--- src/rtl/sort_requester.sv ---
// sort_requester: initiator for the four-entry nth-smallest sorter.
//
// Collects candidate values into groups of up to four. Unused slots are padded
// with all-ones. Each group is issued to the sorter with a rank index, the
// result is captured, and the result is presented downstream. If the sorter
// does not respond within TIMEOUT_CYCLES, a sticky error is raised and the
// group is dropped.
//
// Ports:
//   clk_in, rst_in             clock, asynchronous active-low reset
//   cand_*                     candidate stream in (valid/ready, last closes group)
//   query_index_in             rank requested, sampled with the closing candidate
//   numbers_out, index_out     group and rank to the sorter; slot i at [i*W +: W]
//   sort_valid_out/busy_in     request pulse / sorter busy
//   sort_valid_in, nth_min_in,
//   num_of_mins_in             sorter response
//   result_*, mins_out,
//   group_size_out             captured result to downstream (valid/ready)
//   error_out                  sticky response-timeout flag
module sort_requester #(
  parameter int unsigned MAX_NUM_SIZE   = 32,
  parameter int unsigned TIMEOUT_CYCLES = 16
) (
  input  logic                      clk_in,
  input  logic                      rst_in,
  input  logic [MAX_NUM_SIZE-1:0]   cand_in,
  input  logic                      cand_valid_in,
  input  logic                      cand_last_in,
  input  logic [1:0]                query_index_in,
  output logic                      cand_ready_out,
  output logic [4*MAX_NUM_SIZE-1:0] numbers_out,
  output logic [1:0]                index_out,
  output logic                      sort_valid_out,
  input  logic                      sort_busy_in,
  input  logic                      sort_valid_in,
  input  logic [MAX_NUM_SIZE-1:0]   nth_min_in,
  input  logic [1:0]                num_of_mins_in,
  output logic [MAX_NUM_SIZE-1:0]   result_out,
  output logic [1:0]                mins_out,
  output logic [2:0]                group_size_out,
  output logic                      result_valid_out,
  input  logic                      result_ready_in,
  output logic                      error_out
);

  localparam int unsigned TimerW = $clog2(TIMEOUT_CYCLES + 1);

  typedef enum logic [1:0] {StCollect, StIssue, StWait, StHold} state_e;

  state_e                  state_q, state_d;
  logic [1:0]              count_q, count_d;
  logic [MAX_NUM_SIZE-1:0] slots_q [4];
  logic [MAX_NUM_SIZE-1:0] slots_d [4];
  logic [1:0]              index_q, index_d;
  logic [2:0]              size_q, size_d;
  logic [TimerW-1:0]       timer_q, timer_d;
  logic [MAX_NUM_SIZE-1:0] result_q, result_d;
  logic [1:0]              mins_q, mins_d;
  logic                    rvalid_q, rvalid_d;
  logic                    error_q, error_d;

  always_ff @(posedge clk_in or negedge rst_in) begin
    if (!rst_in) begin
      state_q  <= StCollect;
      count_q  <= '0;
      slots_q  <= '{default: '0};
      index_q  <= '0;
      size_q   <= '0;
      timer_q  <= '0;
      result_q <= '0;
      mins_q   <= '0;
      rvalid_q <= 1'b0;
      error_q  <= 1'b0;
    end else begin
      state_q  <= state_d;
      count_q  <= count_d;
      slots_q  <= slots_d;
      index_q  <= index_d;
      size_q   <= size_d;
      timer_q  <= timer_d;
      result_q <= result_d;
      mins_q   <= mins_d;
      rvalid_q <= rvalid_d;
      error_q  <= error_d;
    end
  end

  always_comb begin
    state_d        = state_q;
    count_d        = count_q;
    slots_d        = slots_q;
    index_d        = index_q;
    size_d         = size_q;
    timer_d        = timer_q;
    result_d       = result_q;
    mins_d         = mins_q;
    rvalid_d       = rvalid_q;
    error_d        = error_q;
    cand_ready_out = 1'b0;
    sort_valid_out = 1'b0;

    case (state_q)
      StCollect: begin
        cand_ready_out = 1'b1;
        if (cand_valid_in) begin
          slots_d[count_q] = cand_in;
          if (cand_last_in || (count_q == 2'd3)) begin
            // Pad the unused tail so padding never ranks below a real entry.
            for (int i = 0; i < 4; i++) begin
              if (i > int'(count_q)) slots_d[i] = '1;
            end
            size_d  = {1'b0, count_q} + 3'd1;
            // Clamp the rank onto a real entry.
            index_d = (query_index_in > count_q) ? count_q : query_index_in;
            count_d = '0;
            state_d = StIssue;
          end else begin
            count_d = count_q + 2'd1;
          end
        end
      end

      StIssue: begin
        if (!sort_busy_in) begin
          sort_valid_out = 1'b1;
          timer_d        = '0;
          state_d        = StWait;
        end
      end

      StWait: begin
        if (sort_valid_in) begin
          result_d = nth_min_in;
          mins_d   = num_of_mins_in;
          rvalid_d = 1'b1;
          state_d  = StHold;
        end else if (timer_q == TimerW'(TIMEOUT_CYCLES - 1)) begin
          // The timer reaches TIMEOUT_CYCLES this cycle: give up on the group.
          error_d = 1'b1;
          count_d = '0;
          state_d = StCollect;
        end else begin
          timer_d = timer_q + TimerW'(1);
        end
      end

      StHold: begin
        if (result_ready_in) begin
          rvalid_d = 1'b0;
          count_d  = '0;
          state_d  = StCollect;
        end
      end

      default: state_d = StCollect;
    endcase
  end

  always_comb begin
    numbers_out = '0;
    for (int i = 0; i < 4; i++) begin
      numbers_out[i*MAX_NUM_SIZE +: MAX_NUM_SIZE] = slots_q[i];
    end
  end

  assign index_out        = index_q;
  assign group_size_out   = size_q;
  assign result_out       = result_q;
  assign mins_out         = mins_q;
  assign result_valid_out = rvalid_q;
  assign error_out        = error_q;

endmodule

--- config.mk ---
export PLATFORM = sky130hd
export DESIGN_NAME = sort_requester
export DESIGN_NICKNAME = d
export VERILOG_FILES = /design/src/rtl/sort_requester.sv
export SDC_FILE = /design/constraint.sdc
export NUM_CORES = 1
export LEC_CHECK = 0
export CORE_ASPECT_RATIO = 0.8
export CORE_UTILIZATION = 49
export DETAILED_ROUTE_END_ITERATION = 12
export GPL_TIMING_DRIVEN = 0
export MAX_ROUTING_LAYER = met4
export PLACE_DENSITY = 0.86
export SETUP_SLACK_MARGIN = 0.1
export SYNTH_ARGS = -nofsm -noshare
export SYNTH_HDL_FRONTEND = slang
export SYNTH_SLANG_ARGS = --single-unit
export TNS_END_PERCENT = 20
--- constraint.sdc ---
create_clock -name clk_in -period 3.5 [get_ports clk_in]
set_clock_uncertainty 0.2 [all_clocks]
set_input_delay 0.525 -clock clk_in [delete_from_list [all_inputs] [get_ports clk_in]]
set_output_delay 0.525 -clock clk_in [all_outputs]
set_load 0.005 [all_outputs]
Yosys cells after proc, flatten, opt, wreduce, memory -nomap -nowiden

Index checks and enable logic that the tools add are counted.

Add/sub/neg operators: 3
Magnitude comparators: 6
Equal/unequal tests: 14
Mux-type cells: 29
Bitwise gates (word level): 2
Reduce and logical (&&, ||, !) cells: 14

Operators by type and width:

| cell                | number |
|---|---|
| $bwmux 128          | 1 |
| $mux 32             | 4 |
| $mux 96             | 1 |
| $demux 32 s2        | 1 |
| $mux 2              | 10 |
| $ne 2x2->1 const B  | 8 |
| $mux 5              | 3 |
| $pmux 5 s2          | 1 |
| $reduce_and 5->1    | 2 |
| $reduce_and 3->1    | 3 |
| $pmux 2 s4          | 1 |
| $eq 2x2->1 const B  | 3 |
| $pmux 2 s3          | 1 |
| $add 5x1->5 const B | 1 |
| $eq 5x4->1 const B  | 1 |
| $mux 1              | 5 |
| $gt 2x2->1 const A  | 2 |
| $reduce_and 2->1    | 2 |
| $reduce_and 4->1    | 1 |
| $reduce_bool 2->1   | 2 |
| $add 2x1->3 const B | 1 |
| $ge 3x3->1 const B  | 1 |
| $lt 3x1->1 const B  | 1 |
| $ne 3x3->1 const B  | 1 |
| 11 further kinds    | 11 |

Flip-flop bits (word level): 178
Input bits: 75
Output and inout bits: 171
Logic and storage cells: 81

Logic depth before layout (Yosys ltp)

Word-level depth: 8
Gate-level depth with buffers: 9
Depth with buffers taken out: 7

Least setup slack after synthesis

OpenSTA, ideal clock, no wires.

Path kind: flip-flop to flip-flop
Start point: register timer_q[0]
End point: register timer_q[3]
Data arrival time: 1.734 ns
Slack: 1.436 ns
Cell stages (with the launch flop): 8
Buffers on the path: 0
Period minus slack after synthesis: 2.064 ns
Path through: dfrtp_1 ha_1 and3_1 ha_1 nor3b_2 nand4_1 mux2i_1 a21oi_1

Longest elaborated chain between the ends: 4
Elaborated cells on any way between the ends: 7
Those cells by class: add/sub: 1; eq/ne: 2; mux: 3; reduce/logical: 1

RTL lines:

| item                     | RTL line | source |
|---|---|---|
| start: declaration       | 56       | `logic [TimerW-1:0] timer_q, timer_d;` |
| start signal: assignment | 80       | `timer_q <= timer_d;` |
| $add 5x1->5              | 143      | `timer_d = timer_q + TimerW'(1);` |
| $mux 5                   | 137      | `end else if (timer_q == TimerW'(TIMEOUT_CYCLES - 1)) begin` |
| $mux 5                   | 132      | `if (sort_valid_in) begin` |
| $pmux 5 s2               | 102      | `case (state_q)` |

Several ways; a longest one is shown, not always the timed one. The select of a mux whose other input is x is not followed.
A chain may end at the register's enable or synchronous reset.

Worst setup path after layout

Start point: register state_q[1]
End point: output port sort_valid_out

Longest elaborated chain between the ends: 2

RTL lines:

| item                     | RTL line | source |
|---|---|---|
| start: declaration       | 50       | `state_e state_q, state_d;` |
| start signal: assignment | 64       | `state_q <= StCollect;` |
| start signal: assignment | 75       | `state_q <= state_d;` |
| $eq 2x1->1               | 102      |  |
| $mux 1                   | 102      |  |
| end: declaration         | 33       | `output logic sort_valid_out,` |

Every way passes these cells.

==> results.cfg <==
[status]
status = finished clean

[critical_path]
path_cells = inv_1 -> ha_1 -> nor2b_1 -> clkdlybuf4s50_1
rr_worst_depth = 7
startpoint_type = register
critPathMaxStageDelay_ns = 0.52
worst-path-buf-inv = 2
arrival_ns = 1.98
r2r_start = timer_q[0]
ff2ff_setup_slack_ns = 1.04
required_ns = 2.77
regToRegEndpoint = timer_q[3]
cp_top_family = buffers and inverters
crit_path_max_fanout = 8
cp-end-kind = output port
crit_type = reg2out
slowest_stage = clkdlybuf4s50_1

[yosys]
ys_ff_latch = 178
syn_area_um2 = 7082
ys_types = 36
synth_edf_count = 0
async_flop_share = 1.000
seq_area_frac_synth = 0.6290
yosysTopAreaCell = dfrtp_1
synth_cells = 535
synth_top_area_frac = 0.6290
syn_avg_cell_area_um2 = 13.24
yosys_warnings = 0
syn_nets = 625
synth_area_leaders = dfrtp_1, mux2_2, o22a_1, nand2_1, ha_1
synth_flop_cell = dfrtp_1

[routing]
drt_first_pass_iters = 4
viasPerCell = 5.529
vias = 5485
ant_nets = 0
drt_iter0_markers = 239
drc_errors = 0
routed_wl_um = 19180
wl_per_cell_um = 19.33

[clock_tree]
cts_tree = done
cts.clk_slew.worst_paths_ns = 0.06
clock_sinks = 178
tritoncts.num_buffers = 17
post_cts_buffers = 0
htreeDepth = 4
insertion_delay_ns = 0.42
post_cts_resized = 0
clock-root-buffer = clkbuf_16
clock_path_buffers = 2
hold_buffers = 1

[power]
peakVddDrop_mv = 0.5324
power_leakage_nw = 4.361
p_per_area_nw_per_um2 = 914.9

[cells_and_area]
nFillCells = 885
antenna_cells = 0
multi_input_area_um2 = 2369
final_area_um2 = 10390
final_nets = 890
seq_area_um2 = 4454
synthToLayoutAreaGrowth_pct = 46.68
drive_above_1_share = 0.1552

[sta]
final.setup.worst_slack_ns = 0.7996
hold_viol_final = 0
min_period_over_period = 0.7716
rsz0062_at_grt = false
slew_viol_final = 0
period_minus_slack_ns = 2.700
relSlewSlack = 0.5932
tns_ns = 0
finalSetupViolCount = 0
fmax_mhz = 370.3
tightest_slew_ns = 0.6075
holdWs_ns = 0.2832

[floorplanning]
dieArea_um2 = 14940
core-area_um2 = 13840
die_w_um = 136.4
io_pins = 246
rows = 38
start_util = 0.5118
die_y_um = 109.5

[global_route]
grt_max_degree = 103
grt_usage = 0.2759
grt_antenna_before_repair = 0
grt_pass1_vias = 5642
grt_pass1_wl_um = 29800
gr-total-overflow = 0

[job]
drv_cap = 0

[worst_hold_path]
min_path_cells = 2
hp-class = reg2reg
hold_path_end = group_size_out[1]
hp-start = group_size_out[1]

[placement]
pre_cts_ws_ns = 1.058
placed_area_um2 = 9782
place.gp.congestion = 0.8597
dpl.hpwl_um = 13920
port_buffers = 244
-- registers in the layout, summed over array words and instances (netlist names) --
signal	flops
result_valid_out	1
state_q	2
group_size_out	3
result_out	32
mins_out	2
count_q	2
index_out	2
error_out	1
timer_q	5
numbers_out	128
-- synthesized netlist by cell type (all sizes together), types with 2 or more instances --
cell,n
inv,8
ha,15
nor2b,5
nor2,5
buf,28
mux2,67
and3,2
clkbuf,4
dfrtp,178
and2,2
nand2,86
mux2i,6
a21oi,8
nand3,35
o22a,64
o21ai,10
-- per-stage QoR --
step,std cells,utilization,power [mW]
global placement,959,0.7046,7.383
detailed placement,960,0.7070,7.591
global route,992,0.7508,10.01
CTS,992,0.7508,9.561
finish,992,0.7508,9.503
floorplan,535,-,5.054
-- routing by layer --
layer  vias up  share of wire  global-route usage
met4         0          0.025              0.1159
met1      2766           0.43              0.3527
met3        53          0.062             0.05579
li1       2425              -                   -
met2       241           0.48              0.4322
met5         -              0                   -
-- final cells by class --
| type | instances | area share |
|---|---|---|
| Inverter | 8 | 0.002891 |
| Timing Repair Buffer | 246 | 0.2392 |
| Buffer | 32 | 0.02204 |
| Clock buffer | 22 | 0.04469 |
| Tap cell | 180 | 0.02168 |
| Clock inverter | 9 | 0.01265 |
| Sequential cell | 178 | 0.4288 |
| Multi-Input combinational cell | 317 | 0.2280 |
-- power breakdown --
group	leakage [nW]	total, mW	switching (mW)	internal (mW)
combinational	2.12	3.94	1.37	2.57
clock	0.294	1.93	0.773	1.16
sequential	1.94	3.64	0.592	3.04
total	4.36	9.50	2.73	6.77
-- how the worst max path moves through the flow --
stage,startpoint,end,slack [ns],cells after the start
6_report,state_q[1],sort_valid_out,0.80,4
5_1_grt,state_q[1],sort_valid_out,0.66,4
4_1_cts,state_q[1],sort_valid_out,0.80,4
3_5_place_dp,cand_valid_in,numbers_out[59],1.06,7
3_3_place_gp,rst_in,numbers_out[14],-5.04,1
2_1_floorplan,timer_q[0],timer_q[3],1.44,7
-- tightest hold or removal path, delay by kind of cell, from the launching register on --
family	cells	cell delay [ns]
flops	1	0.35
simple gates	2	0.10
-- layout by cell type (no fill, tap or decap), types with 4 or more instances in the layout --
cell type,netlist,layout
nand2_1,84,84
a21oi_1,8,8
buf_6,11,11
o21ai_0,8,8
clkdlybuf4s50_1,0,243
mux2_2,63,63
dfrtp_1,178,178
nand3_1,35,35
o22a_1,64,64
nor2b_1,4,4
buf_2,12,12
nor2_1,4,4
inv_1,8,8
ha_1,15,15
clkbuf_16,0,17
mux2_1,4,4
mux2i_1,6,6
clkbuf_1,4,7
-- cells by family after synthesis --
group           Yosys count  share of synthesized area
flops                   178                     0.6290
simple gates            140                    0.09028
compound gates           89                     0.1027
mux                      73                     0.1150
buf+inv                  40                    0.03657
fa+ha+maj                15                    0.02650
No activity file was read; power rests on OpenSTA's default activity.
